`src/rtl/pipelined_adder_if.sv`:
```
// pipelined_adder_if: operand/result handshake bundle for pipelined_adder.
// Carries ovf only when PIPELINED_ADDER_OVF_EN is defined.
interface pipelined_adder_if #(parameter int DATA_WIDTH = 32);
    logic [DATA_WIDTH-1:0] a, b, s;
    logic ci, in_vld, in_rd, co, out_vld, out_rd;
`ifdef PIPELINED_ADDER_OVF_EN
    logic ovf;
    modport master(output a, b, ci, in_vld, out_rd, input in_rd, s, co, out_vld, ovf);
    modport slave(input a, b, ci, in_vld, out_rd, output in_rd, s, co, out_vld, ovf);
`else
    modport master(output a, b, ci, in_vld, out_rd, input in_rd, s, co, out_vld);
    modport slave(input a, b, ci, in_vld, out_rd, output in_rd, s, co, out_vld);
`endif
endinterface

```
`src/rtl/pipelined_adder.sv`:
```
// pipelined_adder: STAGES-deep chunked ripple adder with valid/ready flow control.
// Define PIPELINED_ADDER_OVF_EN to add the signed-overflow output ovf.
module pipelined_adder #(
    parameter int DATA_WIDTH = 32,
    parameter int STAGES = 4
) (
    input logic clk,
    input logic rst,
    pipelined_adder_if.slave bus
);
    localparam int CHUNK = DATA_WIDTH / STAGES;
    localparam int L = STAGES - 1;
    // x holds completed sum chunks below the stage's chunk and untouched a chunks above it
    logic [STAGES-1:0][DATA_WIDTH-1:0] x_q, x_d, y_q, y_d, xp, yp;
    logic [STAGES-1:0] v_q, v_d, c_q, c_d, cp, ld;
    logic [CHUNK:0] t;
    logic nxt;
`ifdef PIPELINED_ADDER_OVF_EN
    logic ovf_q, ovf_d;
`endif
    always_comb begin
        ld = '0;
        nxt = bus.out_rd;
        for (int k = L; k >= 0; k--) begin
            ld[k] = !v_q[k] || nxt;
            nxt = ld[k];
        end
        xp = '0;
        yp = '0;
        v_d = '0;
        cp = '0;
        xp[0] = bus.a;
        yp[0] = bus.b;
        v_d[0] = bus.in_vld;
        cp[0] = bus.ci;
        for (int k = 1; k < STAGES; k++) begin
            xp[k] = x_q[k-1];
            yp[k] = y_q[k-1];
            v_d[k] = v_q[k-1];
            cp[k] = c_q[k-1];
        end
        t = '0;
        x_d = '0;
        y_d = '0;
        c_d = '0;
        for (int k = 0; k < STAGES; k++) begin
            t = {1'b0, xp[k][k*CHUNK +: CHUNK]} + {1'b0, yp[k][k*CHUNK +: CHUNK]} + {{CHUNK{1'b0}}, cp[k]};
            x_d[k] = xp[k];
            x_d[k][k*CHUNK +: CHUNK] = t[CHUNK-1:0];
            y_d[k] = yp[k];
            c_d[k] = t[CHUNK];
        end
`ifdef PIPELINED_ADDER_OVF_EN
        ovf_d = t[CHUNK] ^ xp[L][DATA_WIDTH-1] ^ yp[L][DATA_WIDTH-1] ^ t[CHUNK-1];
`endif
    end
    always_ff @(posedge clk or posedge rst) begin
        if (rst) begin
            v_q <= '0;
            c_q <= '0;
            x_q <= '0;
            y_q <= '0;
`ifdef PIPELINED_ADDER_OVF_EN
            ovf_q <= 1'b0;
`endif
        end else begin
            for (int k = 0; k < STAGES; k++) begin
                if (ld[k]) begin
                    v_q[k] <= v_d[k];
                    if (v_d[k]) begin
                        x_q[k] <= x_d[k];
                        y_q[k] <= y_d[k];
                        c_q[k] <= c_d[k];
                    end
                end
            end
`ifdef PIPELINED_ADDER_OVF_EN
            if (ld[L] && v_d[L]) ovf_q <= ovf_d;
`endif
        end
    end
    assign bus.in_rd = ld[0];
    assign bus.s = x_q[L];
    assign bus.co = c_q[L];
    assign bus.out_vld = v_q[L];
`ifdef PIPELINED_ADDER_OVF_EN
    assign bus.ovf = ovf_q;
`endif
endmodule

```
`src/flat_wrapper.sv`:
```
// flat-port wrapper written by rule: the top's interface ports become plain ports
module pipelined_adder_flat 
#(
    parameter int DATA_WIDTH = 32,
    parameter int STAGES = 4
)
  (clk, rst, bus_a, bus_b, bus_ci, bus_in_vld, bus_out_rd, bus_in_rd, bus_s, bus_co, bus_out_vld);
  pipelined_adder_if #(.DATA_WIDTH(DATA_WIDTH)) bus_i ();
  input logic clk;
  input logic rst;
  input wire logic [$bits(bus_i.a)-1:0] bus_a;
  input wire logic [$bits(bus_i.b)-1:0] bus_b;
  input wire logic [$bits(bus_i.ci)-1:0] bus_ci;
  input wire logic [$bits(bus_i.in_vld)-1:0] bus_in_vld;
  input wire logic [$bits(bus_i.out_rd)-1:0] bus_out_rd;
  output wire logic [$bits(bus_i.in_rd)-1:0] bus_in_rd;
  output wire logic [$bits(bus_i.s)-1:0] bus_s;
  output wire logic [$bits(bus_i.co)-1:0] bus_co;
  output wire logic [$bits(bus_i.out_vld)-1:0] bus_out_vld;
  assign bus_i.a = bus_a;
  assign bus_i.b = bus_b;
  assign bus_i.ci = bus_ci;
  assign bus_i.in_vld = bus_in_vld;
  assign bus_i.out_rd = bus_out_rd;
  assign bus_in_rd = bus_i.in_rd;
  assign bus_s = bus_i.s;
  assign bus_co = bus_i.co;
  assign bus_out_vld = bus_i.out_vld;
  pipelined_adder #(.DATA_WIDTH(DATA_WIDTH), .STAGES(STAGES)) u_core (.clk(clk), .rst(rst), .bus(bus_i));
endmodule
```
`config.mk`:
```
export PLATFORM = sky130hd
export DESIGN_NAME = pipelined_adder_flat
export DESIGN_NICKNAME = d
export VERILOG_FILES = /design/src/rtl/pipelined_adder_if.sv /design/src/rtl/pipelined_adder.sv /design/src/flat_wrapper.sv
export SDC_FILE = /design/constraint.sdc
export NUM_CORES = 1
export LEC_CHECK = 0
export CORE_MARGIN = 2
export CORE_UTILIZATION = 50
export DETAILED_ROUTE_END_ITERATION = 12
export HOLD_SLACK_MARGIN = 0.1
export PLACE_DENSITY = 0.84
export RECOVER_POWER = 50
export SLEW_MARGIN = 20
export SYNTH_ARGS = -nofsm -noshare
export SYNTH_HDL_FRONTEND = slang
export SYNTH_SLANG_ARGS = --single-unit
export TNS_END_PERCENT = 10
```
`constraint.sdc`:
```
create_clock -name clk -period 5.9 [get_ports clk]
set_input_delay 1.18 -clock clk [delete_from_list [all_inputs] [get_ports clk]]
set_output_delay 1.18 -clock clk [all_outputs]
set_load 0.01 [all_outputs]
```
==> metrics.md, run 1 <==
| Metric | Value |
|---|---|
| Min-delay worst type | reg -> reg |
| Post-synth top area share | between 50% and 60% |
| Worst Skew | 0.0118 ns |
| PnR Total Power | 4.30 mW |
| Placed cells | about 1100 |
| Initial Util | 51.1% |
| Total Neg Setup Slack | 0 ns |
| Share of cells above drive strength 1 | 7.57% |
| Vias/cell | 5.22 |
| Crit path time final | 4.17 ns |
| Crit. End Element | primary output |
| Hold WS | 0.465 ns |
| Post-synth EDFFs | 0 |
| Total number of vias | 5980 |
| Drt pass-1 iters | 5 |
| Hold Violations, Final | 0 |
| Io pins | 104 |
| CP Data Required Time | 4.72 ns |
| Worst-path clk slew | roughly 0.07 ns |
| Vias in the first global route | 5846 |
| Largest net degree at the start of global routing | 185 |
| Commonest non-fill, non-tap cells in the layout | nand2_1 (362), dfrtp_1 (184), clkdlybuf4s50_1 (101) |
| Fin. max-slew vios | 185 |
| Busiest layer in global routing | met2 |
| Core Area | roughly 0.017 mm² |
| Grt ovf | 0 |
| Async set or reset register ratio after synthesis | 100% |
| Place WS | 1.85 ns |
| Nets | 1017 |
| GR met1 Demand/Resource | 28.4% |
| Yosys warnings | 0 |
| Placed inst area | 0.00943 mm² |
| Iteration-0 DRC Markers | 506 |
| Tot GR Track Use | 19.9% |
| # hold bufs at CTS | 0 |
| Syn avg cell area | between 9 and 10 µm² |
| Final setup fails | 0 |
| Leak | slightly below 5 nW |
| Gate count after technology mapping | 848 |
| Synth area leaders | dfrtp_1 (55%), nand2_1 (16%), ha_1 (4.1%) |
| PD cells | between 400 and 500 mW/mm² |
| Register area share after synthesis | approximately 55% |
| Area growth syn-to-layout | 18.4% |
| WL final | around 17 mm |
| CP Max Fanout | 5 |
| CP Data Arrival Time | 2.99 ns |
| Worst vdd ir | 0.233 mV |
| Status | finished, violations left |
| CTS H-Tree Depth | 4 |
| Longest Clk Path Bufs | 2 |
| WL/cell | 14.6 µm |
| Post-CTS setup buffer count | 0 |
| CTS sink count | 184 |
| Synth Cell Area | 0.00845 mm² |
| Worst skew pair latency | 0.43 ns |
| Die W | 134 µm |
| Most common cell after layout, fill and taps aside | nand2_1 |
| Resized Gates After CTS | 0 |
| Critical path class | in -> out |
| Final worst slack | 1.73 ns |
| FP Rows | 47 |
| Die Area | 0.0180 mm² |
| Global-route wire length before repair | 28.4 mm |
| Post-synth cell types | 59 |
| Final HPWL DP | 11.5 mm |
| CP Launch Type | input port |
| Max-slew headroom | -61.5% |
| CTS Buf Count | 17 |
| Top_reg_cell synth | dfrtp_1 |
| Design Area, Final | about 0.01 mm² |
| Antenna violations before repair | 0 |
| Post-Route Utilization | 60.5% |
| Die Y | 134 µm |
| Failing checks | capacitance limit, slew limit |
| Yosys reg bits | 184 |
| Grt met2 use | 30.2% |
| Slowest stage cell on the critical path | dlygate4sd3_1 |
| Global placement routability congestion | 0.826 |
| Met3 Usage GRT | between 4 and 5% |
| CTS tree | done |
| Detail Route Antenna Nets | 0 |
| Drt drc | 0 |
| Fin cells | 1146 |
| PortBufs | a little over 100 |
| Max_cap viols | 1 |
| Slew @ Worst Pin | about 2.4 ns |
| Synth area leader | dfrtp_1 |
| CP max stage delay | 0.61 ns |
| Critical-path cell list | dlygate4sd3_1 > and4b_1 > nand2_1 > clkdlybuf4s50_1 |
| Syn Nets | about 950 |
| Fmax | 240 MHz |
| RSZ-0062 raised after global routing | false |
| Root Buffer | clkbuf_16 |
| Period utilization | 70.6% |
## registers in the layout, summed over array words and instances, names as in the netlist
name          flops
u_core.bus.s     32
u_core.y_d       48
u_core.x_d       72
u_core.x_q       24
u_core.c_q        4
u_core.v_q        4
## cell type report
type | count | area (µm²)
Clock buffer | 23 | 488
Timing Repair Buffer | 108 | 1070
Antenna cell | 1 | 2.50
Clock inverter | 9 | 91.3
Inverter | 8 | 33.8
Fill cell | 1329 | 6520
Tap cell | 220 | 275
Multi-Input combinational cell | 593 | 3440
Sequential cell | 184 | 4600
## power breakdown
part	internal (mW)	total, mW	switching [mW]	leakage [nW]
Clock	0.629	1.10	0.474	0.284
Combinational	0.643	1.30	0.657	2.31
Sequential	1.65	1.90	0.251	2.26
## worst paths after layout
check	start	endpoint	slack, ns	depth (start not counted)
max	bus_out_rd	bus_in_rd	1.73	4
min	u_core.x_d[67]$_DFFE_PP0P_	u_core.x_d[99]$_DFFE_PP0P_	0.47	2
max reg2reg	u_core.c_q[1]$_DFFE_PP0P_	u_core.c_q[2]$_DFFE_PP0P_	3.47	6
min reg2reg	u_core.x_d[67]$_DFFE_PP0P_	u_core.x_d[99]$_DFFE_PP0P_	0.47	2
max in group asynchronous	rst	u_core.x_d[107]$_DFFE_PP0P_	2.25	3
min in group asynchronous	rst	u_core.x_d[53]$_DFFE_PP0P_	2.11	3
## cell usage after synthesis (all sizes together), types with 2 or more instances
cell type and number:
a211o 2, a211oi 6, a21boi 2, a21o 5, a21oi 15, buf 56
clkbuf 7, dfrtp 184, fa 8, ha 28, inv 8, mux2 43
nand2 362, nand2b 4, nand3 6, nand3b 2, nor2 7, nor2b 4
nor3 3, nor4 2, nor4b 2, o211ai 6, o21a 8, o21ai 20
o21bai 2, o22a 2, o311a 2, o311ai 2, o31a 6, o31ai 9
or3 4, or4 5, xnor2 4, xor2 5
## cell families after synthesis
group | share of synthesized area (%)
AND/OR/NAND/NOR | 19.8
adder cells (fa/ha/maj) | 6.04
flip-flops | 54.5
XOR/XNOR | 0.933
AO/OA/AOI/OAI | 8.00
buffers and inverters | 4.98
multiplexers | 5.73
## critical path: cells and delay by family
kind / cells / cell delay (ns)
buffers and inverters: 2 / 1.13
and+or+nand+nor: 2 / 0.67
## per-layer routing
metal / up-vias / routed length [µm]
li1: 2922 / -
met1: 2864 / 7920
met2: 171 / 7640
met3: 23 / 819
met4: 0 / 307
met5: - / 0
Power figures use the tool's default switching activity.
==> inputs of run 2 (changes only) <==
--- a/config.mk
+++ b/config.mk
@@ -6,10 +6,10 @@
 export NUM_CORES = 1
 export LEC_CHECK = 0
 export CORE_MARGIN = 2
-export CORE_UTILIZATION = 50
+export CORE_UTILIZATION = 56
 export DETAILED_ROUTE_END_ITERATION = 12
 export HOLD_SLACK_MARGIN = 0.1
-export PLACE_DENSITY = 0.84
+export PLACE_DENSITY = 0.88
 export RECOVER_POWER = 50
 export SLEW_MARGIN = 20
 export SYNTH_ARGS = -nofsm -noshare
==> constraint.sdc (replaced) <==
create_clock -name clk -period 4.1 [get_ports clk]
set_input_delay 0.82 -clock clk [delete_from_list [all_inputs] [get_ports clk]]
set_output_delay 0.82 -clock clk [all_outputs]
set_load 0.01 [all_outputs]
==> run 2 against run 1 <==
The run still ends with capacitance limit, slew limit left; count of clock-buffer cells in the layout shrank 3; register-to-register slack got worse by 1.9 ns; first-iteration DRC count shrank 3.2%; utilization grew 7.5 points; die area shrank 10%; clock skew fell by 0.0058 ns; setup slack got worse by 1.2 ns; largest cell class unchanged.
==> metrics.md, run 2 (synthesis results as in run 1) <==
| Metric | Value |
|---|---|
| CTS sink count | 184 (unchanged) |
| Failing checks | capacitance limit, slew limit (unchanged) |
| Root Buffer | clkbuf_16 (unchanged) |
| Die Y | 127 µm (was 134 µm) |
| Grt ovf | 0 (unchanged) |
| Slew @ Worst Pin | 1.73 ns (was 2.42 ns) |
| Antenna violations before repair | 0 (unchanged) |
| Die W | 127 µm (was 134 µm) |
| PD cells | 617 mW/mm² (was 430 mW/mm²) |
| Leak | 4.85 nW (about the same) |
| Worst-path clk slew | 0.07 ns (about the same) |
| Max reg flops | 72 (unchanged) |
| WL/cell | 15.4 µm (was 14.6 µm) |
| Tot GR Track Use | 23.0% (was 19.9%) |
| Fmax | 284 MHz |
| CTS tree | done (unchanged) |
| Iteration-0 DRC Markers | 490 (was 506) |
| Initial Util | 57.7% (was 51.1%) |
| Hold Violations, Final | 0 (unchanged) |
| Worst Skew | 0.00601 ns (was 0.0118 ns) |
| Min-delay worst type | reg -> reg (unchanged) |
| Final HPWL DP | 11.9 mm (was 11.5 mm) |
| Area growth syn-to-layout | 17.9% (was 18.4%) |
| Vias/cell | 5.50 (was 5.22) |
| CP Data Arrival Time | 2.71 ns (was 2.99 ns) |
| Worst skew pair latency | 0.43 ns (about the same) |
| CTS H-Tree Depth | 4 (unchanged) |
| Critical R2R Launch | u_core.v_q[3]$_DFFE_PP0P_ (was u_core.c_q[1]$_DFFE_PP0P_) |
| Area of the multi-input gates | 0.00343 mm² (was 0.00344 mm²) |
| WL final | 17.2 mm (was 16.7 mm) |
| Reg2Reg Depth | 5 (was 6) |
| Hold Path End | u_core.bus.s[1]$_DFFE_PP0P_ (was u_core.x_d[99]$_DFFE_PP0P_) |
| Die Area | 0.0161 mm² (was 0.0180 mm²) |
| Status | finished, violations left (unchanged) |
| Largest net degree at the start of global routing | 134 (was 185) |
| Drt pass-1 iters | 5 (unchanged) |
| # hold bufs at CTS | 0 (unchanged) |
| Core Area | 0.0146 mm² (was 0.0165 mm²) |
| Hold Path Cell Cnt | 2 (unchanged) |
| Vias in the first global route | 6049 (was 5846) |
| FP Rows | 44 (was 47) |
| PortBufs | 103 (unchanged) |
| Most common cell after layout, fill and taps aside | nand2_1 (unchanged) |
| Global-route wire length before repair | 29.5 mm (was 28.4 mm) |
| Crit. End Element | primary output (unchanged) |
| Placed cells | 1082 (was 1113) |
| Fin. max-slew vios | 172 (was 185) |
| Fill cell count | 1051 (was 1329) |
| Min-delay src | u_core.x_d[97]$_DFFE_PP0P_ (was u_core.x_d[67]$_DFFE_PP0P_) |
| Flop2flop setup slack | 1.58 ns (was 3.47 ns) |
| Post-Route Utilization | 68.0% (was 60.5%) |
| Period utilization | 86.0% |
| Worst vdd ir | 0.373 mV (was 0.233 mV) |
| Longest Clk Path Bufs | 2 (unchanged) |
| Global placement routability congestion | 0.927 (was 0.826) |
| CTS Buf Count | 17 (unchanged) |
| Total number of vias | 6128 (was 5980) |
| PnR Total Power | 6.15 mW (was 4.30 mW) |
| ANT cells | 0 (was 1) |
| Detail Route Antenna Nets | 0 (unchanged) |
| Critical path class | in -> out (unchanged) |
| Max_cap viols | 2 (was 1) |
| Commonest non-fill, non-tap cells in the layout | nand2_1 (362), dfrtp_1 (184), clkdlybuf4s50_1 (101) (unchanged) |
| Drt drc | 0 (unchanged) |
| Final setup fails | 0 (unchanged) |
| Io pins | 104 (unchanged) |
| CP Max Fanout | 5 (unchanged) |
| Share of cells above drive strength 1 | 7.96% (was 7.57%) |
| CP Data Required Time | 3.28 ns (was 4.72 ns) |
| Fin cells | 1114 (was 1146) |
| Post-CTS setup buffer count | 0 (unchanged) |
| Reg area | 0.00460 mm² (unchanged) |
| Nets | 1022 (was 1017) |
| Resized Gates After CTS | 0 (unchanged) |
| Hold WS | 0.464 ns (was 0.465 ns) |
| Total Neg Setup Slack | 0 ns (unchanged) |
| Crit path time final | 3.53 ns |
| RSZ-0062 raised after global routing | false (unchanged) |
| Max-slew headroom | -15.5% (was -61.5%) |
| CP Launch Type | input port (unchanged) |
| R2R Path End | u_core.x_d[119]$_DFFE_PP0P_ (was u_core.c_q[2]$_DFFE_PP0P_) |
-- run 2: worst max-delay path by stage --
stage | startpoint | end | slack, ns | cells past startpoint
after global routing | bus_out_rd | bus_in_rd | 0.52 | 4
after global placement | bus_out_rd | bus_in_rd | 0.77 | 4
after detailed placement | bus_out_rd | bus_in_rd | 0.72 | 4
final | bus_out_rd | bus_in_rd | 0.57 | 4
after floorplan | rst | u_core.bus.s[0]$_DFFE_PP0P_ | 0.92 | 1
after CTS | bus_out_rd | bus_in_rd | 0.71 | 4
-- run 2: final cells by class --
cell class | instances | share of cell area (%)
clock buffers | 20 | 4.59
clock inverters | 12 | 0.930
well taps | 184 | 2.31
repair buffers | 113 | 11.1
multi-input cells | 593 | 34.5
flip-flops and latches | 184 | 46.2
inverters | 8 | 0.339
-- run 2: through the flow --
step | area [µm²] | worst slack (ns)
finish | 9960 | 0.573
global route | 9960 | 0.520
CTS | 9990 | 0.710
detailed placement | 9440 | 0.718
global placement | 9440 | 0.772
floorplan | 8450 | 0.915
-- run 2: worst max-delay path, cell delays in order --
cell and delay (ns):
dlygate4sd3_1 0.61, and4b_1 0.55, nand2_1 0.20, clkdlybuf4s50_1 0.52
-- run 2: where the power goes --
part | leakage [nW] | switching [mW] | total [mW] | internal, mW
registers | 2.26 | 0.364 | 2.74 | 2.37
clock network | 0.259 | 0.699 | 1.51 | 0.813
logic | 2.33 | 0.963 | 1.90 | 0.933
-- run 2: routing by layer --
metal | routed length (µm) | vias up | global-route usage (%)
met3 | 774 | 24 | 3.92
met4 | 321 | 0 | 8.27
met1 | 7850 | 2990 | 31.7
met5 | 0 | - | 0
li1 | - | 2936 | -
met2 | 8250 | 178 | 37.3
==> inputs of run 3 (changes only) <==
--- a/config.mk
+++ b/config.mk
@@ -8,7 +8,6 @@
 export CORE_MARGIN = 2
 export CORE_UTILIZATION = 56
 export DETAILED_ROUTE_END_ITERATION = 12
-export HOLD_SLACK_MARGIN = 0.1
 export PLACE_DENSITY = 0.88
 export RECOVER_POWER = 50
 export SLEW_MARGIN = 20
==> results of run 3 <==
Final layout, timing and power as in run 2 (identical DEF).
